File: src/rtl/posit_pkg.sv
// Shared posit definitions: default format, derived-width helpers, NaR pattern
// and the decoded-operand record consumed by the multiplier core.
package posit_pkg;

    localparam int POSIT_N  = 32;
    localparam int POSIT_ES = 4;

    // Signed scale width: enough for +/-(N-2)*2^ES plus the sign.
    function automatic int posit_sw(input int n, input int es);
        return $clog2(n) + es + 1;
    endfunction

    // Fraction width including the hidden bit.
    function automatic int posit_fw(input int n, input int es);
        return n - es - 2;
    endfunction

    localparam int POSIT_SW = posit_sw(POSIT_N, POSIT_ES);
    localparam int POSIT_FW = posit_fw(POSIT_N, POSIT_ES);

    localparam logic [POSIT_N-1:0] POSIT_NAR = {1'b1, {(POSIT_N-1){1'b0}}};

    typedef struct packed {
        logic                sign;
        logic                zero;
        logic                nar;
        logic [POSIT_SW-1:0] scale;
        logic [POSIT_FW-1:0] frac;
    } posit_dec_t;

endpackage

File: src/rtl/posit_decode_stage_run_count.sv
// Combinational leading-run detector for the regime field: returns the length
// of the run of bits equal to the MSB, and that MSB as the run polarity.
module posit_run_count #(
    parameter int N = 32
) (
    input  logic [N-2:0]         bits,
    output logic [$clog2(N)-1:0] run_len,
    output logic                 polarity
);
    localparam int RW = $clog2(N);

    logic [N-2:0] diff;

    assign polarity = bits[N-2];
    assign diff     = bits ^ {(N-1){bits[N-2]}};

    // Priority search for the first bit that breaks the run (MSB first).
    always_comb begin
        logic found;
        run_len = RW'(N - 1);
        found   = 1'b0;
        for (int i = N - 2; i >= 0; i--) begin
            if (!found && diff[i]) begin
                run_len = RW'(N - 2 - i);
                found   = 1'b1;
            end else begin
                found   = found;
            end
        end
    end

endmodule

File: src/rtl/posit_decode_stage.sv
// Two-stage posit operand decoder. Stage 1 captures flags, sign, magnitude
// and regime run length; stage 2 forms k, e, the aligned fraction and scale.
module posit_decode_stage
    import posit_pkg::*;
#(
    parameter int N  = POSIT_N,
    parameter int ES = POSIT_ES,
    parameter int SW = posit_sw(N, ES),
    parameter int FW = posit_fw(N, ES)
) (
    input  logic          clk,
    input  logic          reset,
    input  logic          in_valid,
    output logic          in_ready,
    input  logic [N-1:0]  in_posit,
    output logic          out_valid,
    input  logic          out_ready,
    output logic          out_sign,
    output logic          out_zero,
    output logic          out_nar,
    output logic [SW-1:0] out_scale,
    output logic [FW-1:0] out_frac
);
    localparam int RW = $clog2(N);

    logic en1, en2;
    logic v1, v2;

    // stage 1 combinational decode of the incoming word
    logic          in_zero, in_nar;
    logic [N-2:0]  in_body;
    logic [RW-1:0] in_run;
    logic          in_pol;

    // stage 1 registers; only the magnitude bits that can follow the shortest
    // regime plus its terminator are kept, the top two are pure regime
    logic          s1_sign, s1_zero, s1_nar, s1_pol;
    logic [N-4:0]  s1_tail;
    logic [RW-1:0] s1_run;

    // stage 2 combinational field extraction
    logic [N-4:0]  tail_shift;
    logic [ES-1:0] exp_s;
    logic [SW-1:0] run_ext, k_s, scale_s;

    assign en2       = !v2 || out_ready;
    assign en1       = !v1 || en2;
    assign in_ready  = en1;
    assign out_valid = v2;

    assign in_zero = (in_posit == {N{1'b0}});
    assign in_nar  = (in_posit == {1'b1, {(N-1){1'b0}}});
    // Low N-1 bits of -x depend only on the low N-1 bits of x.
    assign in_body = in_posit[N-1] ? (~in_posit[N-2:0] + {{(N-2){1'b0}}, 1'b1})
                                   : in_posit[N-2:0];

    posit_run_count #(.N(N)) u_run_count (
        .bits     (in_body),
        .run_len  (in_run),
        .polarity (in_pol)
    );

    // Stage 1 capture: advance whenever the stage is empty or stage 2 moves.
    always_ff @(posedge clk) begin
        if (reset) begin
            v1      <= 1'b0;
            s1_sign <= 1'b0;
            s1_zero <= 1'b0;
            s1_nar  <= 1'b0;
            s1_pol  <= 1'b0;
            s1_tail <= {(N-3){1'b0}};
            s1_run  <= {RW{1'b0}};
        end else if (en1) begin
            v1 <= in_valid;
            if (in_valid) begin
                s1_sign <= in_posit[N-1];
                s1_zero <= in_zero;
                s1_nar  <= in_nar;
                s1_pol  <= in_pol;
                s1_tail <= in_body[N-4:0];
                s1_run  <= in_run;
            end
        end
    end

    // Align exponent+fraction to the top by dropping regime and terminator,
    // then combine k and e into the scale.
    always_comb begin
        // tail bit i corresponds to body bit i; shifting by m-1 removes the
        // remaining m+1 regime/terminator bits relative to the full body
        tail_shift = s1_tail << (s1_run - {{(RW-1){1'b0}}, 1'b1});
        exp_s      = tail_shift[N-4 -: ES];
        run_ext    = {{(SW-RW){1'b0}}, s1_run};
        if (s1_pol) begin
            k_s = run_ext - {{(SW-1){1'b0}}, 1'b1};
        end else begin
            k_s = {SW{1'b0}} - run_ext;
        end
        scale_s = (k_s << ES) + {{(SW-ES){1'b0}}, exp_s};
    end

    // Stage 2 output register: holds while the consumer stalls.
    always_ff @(posedge clk) begin
        if (reset) begin
            v2        <= 1'b0;
            out_sign  <= 1'b0;
            out_zero  <= 1'b0;
            out_nar   <= 1'b0;
            out_scale <= {SW{1'b0}};
            out_frac  <= {FW{1'b0}};
        end else if (en2) begin
            v2 <= v1;
            if (v1) begin
                out_zero <= s1_zero;
                out_nar  <= s1_nar;
                if (s1_zero || s1_nar) begin
                    out_sign  <= 1'b0;
                    out_scale <= {SW{1'b0}};
                    out_frac  <= {FW{1'b0}};
                end else begin
                    out_sign  <= s1_sign;
                    out_scale <= scale_s;
                    out_frac  <= {1'b1, tail_shift[N-4-ES:0]};
                end
            end
        end
    end

endmodule

File: config.mk
export PLATFORM = sky130hd
export DESIGN_NAME = posit_decode_stage
export DESIGN_NICKNAME = d
export VERILOG_FILES = /design/src/rtl/posit_pkg.sv /design/src/rtl/posit_decode_stage_run_count.sv /design/src/rtl/posit_decode_stage.sv
export SDC_FILE = /design/constraint.sdc
export NUM_CORES = 1
export LEC_CHECK = 0
export CAP_MARGIN = 30
export CORE_UTILIZATION = 30
export DETAILED_ROUTE_END_ITERATION = 10
export PLACE_DENSITY_LB_ADDON = 0.12
export SYNTH_ARGS = -nofsm -noshare
export SYNTH_HDL_FRONTEND = slang
export SYNTH_SLANG_ARGS = --single-unit
export TNS_END_PERCENT = 100
File: constraint.sdc
create_clock -name clk -period 5.1 [get_ports clk]
set_clock_uncertainty 0.05 [all_clocks]
set_input_delay 1.02 -clock clk [delete_from_list [all_inputs] [get_ports clk]]
set_output_delay 1.02 -clock clk [all_outputs]
set_load 0.01 [all_outputs]
==> key figures <==
Drt
  – WL/cell: 17.06 um
  – DR DRC count: 0
  – Met2 routed WL: 8798 um
  – Vias per cell: 5.484
  – Routed wire length: 19,110 um
  – DRT iter0 DRCs: 512
  – Met3 WL post-DR: 978 um
  – Met1 Wirelength: 9139 um
  – Drt first pass iters: 6
  – Top routing layer in use: met4
  – Routed Antenna Nets: 0
  – Vias after detailed routing: 6,142

Finish
  – Fraction of layout instances using a drive strength above 1: 14.42%
  – Area grow syn2layout: 29.21%
  – Fin nets: 893
  – Finished Layout Cells: 1,120
  – Final Core Density: 39.93%
  – # diodes: 0

CTS
  – Clock Tree Buf Depth: 2
  – Sink Count: 79
  – Htree depth: 3
  – Gates resized, CTS repair: 0
  – CTS tree: yes
  – Post CTS Setup Buffer Count: 0
  – Clk_lat worst skew: 0.34 ns
  – Clock transition at the registers of the reported paths: 0.06 ns
  – Cts bufs inserted: 9
  – CTS Root Cell: clkbuf_16
  – CTS Hold Bufs: 0

Setup path
  – WS Path Type: input port to flop
  – Req. time, crit path: 5.30 ns
  – Crit Path Max Fanout: 7
  – Critical Path AT: 4.90 ns
  – Crit path launch type: input port
  – CP Capture Type: flop

STA
  – Hold_ws: 0.4086 ns
  – Tcrit/Tclk final: 92.05%
  – Final min period: 4.695 ns
  – Setup violators final: 0
  – Max Clk Rate: 213.0 MHz
  – RSZ-0062 raised after global routing: false
  – Final Max Tran Viols: 0
  – Tightest Pin Transition: 1.038 ns
  – Setup TNS: 0 ns
  – Max_slew headroom: 30.48%
  – Hold Fails Final Rpt: 0

Floorplanning
  – Die area: 20,030 sq um
  – Die Span X: 141.5 um
  – I/O pin cnt: 77
  – Starting density of the core: 30.91%
  – Die Span Y: 141.5 um
  – Row cnt: 50
  – Core area: 18,890 sq um

Synth
  – EDFF count, synth: 0
  – Syn Nets: 799
  – Gate count of the mapped netlist: 761
  – Area share of fa/ha/maj cells after synthesis: 0.4285%
  – FF+latch count, synth: 79
  – Post-Syn Area: 5839 sq um
  – Synth async-reset ratio: 0%
  – Synth Area in Compound Gates: 26.89%
  – Mux contribution to synthesized area: 8.614%
  – Post-Synth Simple-Gate Area: 25.82%
  – Xor-xnor portion of the synthesized cell area: 6.578%
  – Yosys warns: 0
  – Sequential area share after synthesis: 27.08%
  – Largest family of logic cells by synthesized area: compound AO/OA/AOI/OAI gates
  – Syn Area/Cell: 7.673 sq um
  – Synth unique cells: 74
  – Synth Flop Type: dfxtp_1

Power
  – Leakage: 2.714 nW
  – Power per cell area: 286.4 nW/um^2
  – VDD IR max: 0.1843 mV

Placement
  – Routability-driven placement congestion ratio: 0.8510
  – Detailed Place HPWL: 15,250 um
  – Port Buffers: 76
  – Dpl cells: 1,104

Global route
  – Vias in the first global route: 5,782
  – First-pass GRT wire length: 30,420 um
  – All-Layer GR Usage: 19.27%
  – Largest net degree at the start of global routing: 59
  – Grt ovf: 0
  – Initial antenna violation count: 0

Hold path
  – Hold crit path type: flop to flop

Run status
  – Status: complete, no violations

Job
  – Max-cap violations: 0
## path summary, 6_finish.rpt
| kind | to | startpoint | cells after the start | slack [ns] |
|---|---|---|---|---|
| setup / recovery | s1_run[1] | in_posit[0] | 16 | 0.41 |
| hold / removal | out_frac[15] | out_frac[15] | 2 | 0.41 |
| setup reg to reg | out_frac[2] | s1_run[0] | 9 | 1.96 |
| hold reg to reg | out_frac[15] | out_frac[15] | 2 | 0.41 |
## cell usage in the layout, fill, tap and decap left out, types with 18 or more instances in the layout
cell and instances:
buf_4 63, clkdlybuf4s50_1 75, nand3_1 20, a21oi_1 40, a22oi_1 24, dfxtp_1 79
nor2_1 111, mux2i_1 30, nand2_1 79, a211oi_1 30, o21ai_0 34, nor3_1 28
xnor2_1 22, xor2_1 18
## kinds of logic (layout without fill, tap and decap cells)
kind of cell / Yosys count / after routing
flip-flops: 79 / 79
AND/OR/NAND/NOR: 317 / 317
XOR/XNOR: 43 / 43
AO/OA/AOI/OAI: 212 / 212
adder cells (fa/ha/maj): 2 / 2
buffers and inverters: 67 / 166
multiplexers: 41 / 41
## cells in the mapped netlist, types with 3 or more instances
master,number,area [sq um]
nand2_1,79,296.5
inv_1,9,33.78
dfxtp_1,79,1582
mux4_2,7,157.7
or2_2,6,37.54
o21ai_0,34,170.2
a221o_1,3,30.03
or4_1,3,22.52
o31ai_1,4,30.03
nand4_1,9,56.30
nor4b_1,3,26.28
or3_1,9,56.30
a32oi_1,4,35.03
o41ai_1,7,61.31
o21a_1,4,30.03
and3_1,5,31.28
nand2b_1,3,18.77
o41ai_2,3,48.80
a222oi_1,8,80.08
buf_1,9,33.78
a211oi_1,30,225.2
xnor2_1,23,201.4
nor2_1,111,416.7
a31oi_1,6,37.54
o21bai_1,3,22.52
mux2i_1,30,300.3
and2_1,11,68.82
nor3_1,28,140.1
a21oi_1,41,205.2
o211ai_1,8,60.06
mux2_2,4,45.04
a22oi_1,24,180.2
clkbuf_1,46,172.7
nor4_1,11,68.82
and4_1,3,26.28
a311o_1,3,30.03
nand3_1,20,100.1
nor2b_1,7,43.79
or4_4,3,33.78
xor2_1,19,166.4
## power breakdown
group          internal [mW]  switching, mW
Sequential             0.660         0.0395
Combinational          0.314          0.442
Clock                  0.444          0.261
## critical path, stage by stage
cell	delay (ns)
clkdlybuf4s50_1	0.42
inv_1	0.06
ha_1	0.16
or4b_1	0.50
or4_4	0.57
buf_4	0.19
o21ai_0	0.15
buf_4	0.14
xnor2_1	0.17
nor4_1	0.11
buf_4	0.15
o21ai_2	0.20
a2111oi_1	0.08
or3_4	0.34
or3_1	0.39
o32ai_2	0.25
## sequential cells by signal, indices dropped and copies added, names as in the netlist
register / cells
s1_zero: 1
s1_run: 5
out_scale: 10
out_zero: 1
out_frac: 26
out_valid: 1
s1_pol: 1
s1_nar: 1
out_nar: 1
s1_tail: 29
v1: 1
out_sign: 1
s1_sign: 1
## final cells by class
| type | instances | area [sq um] |
|---|---|---|
| flip-flops and latches | 79 | 1582 |
| clock buffers | 10 | 239.0 |
| fillers | 1999 | 11350 |
| inverters | 9 | 33.78 |
| multi-input cells | 615 | 4016 |
| repair buffers | 141 | 1255 |
| well taps | 260 | 325.3 |
| clock inverters | 6 | 93.84 |
## stage by stage
step                      instance area (sq um)  total power, mW  setup slack (ns)
after CTS                                  7545            2.171            0.4284
after global routing                       7545            2.281            0.1964
after global placement                     7186            1.449            0.1125
final                                      7545            2.161            0.4054
after detailed placement                   7212            1.461           0.09135
after floorplan                            5839            1.190            0.6527
## layer usage
| layer | track usage (%) | vias up |
|---|---|---|
| met2 | 31.27 | 145 |
| li1 | - | 3021 |
| met1 | 26.58 | 2959 |
| met5 | 0 | - |
| met3 | 3.679 | 17 |
| met4 | 3.792 | 0 |
Power figures use the tool's default switching activity.
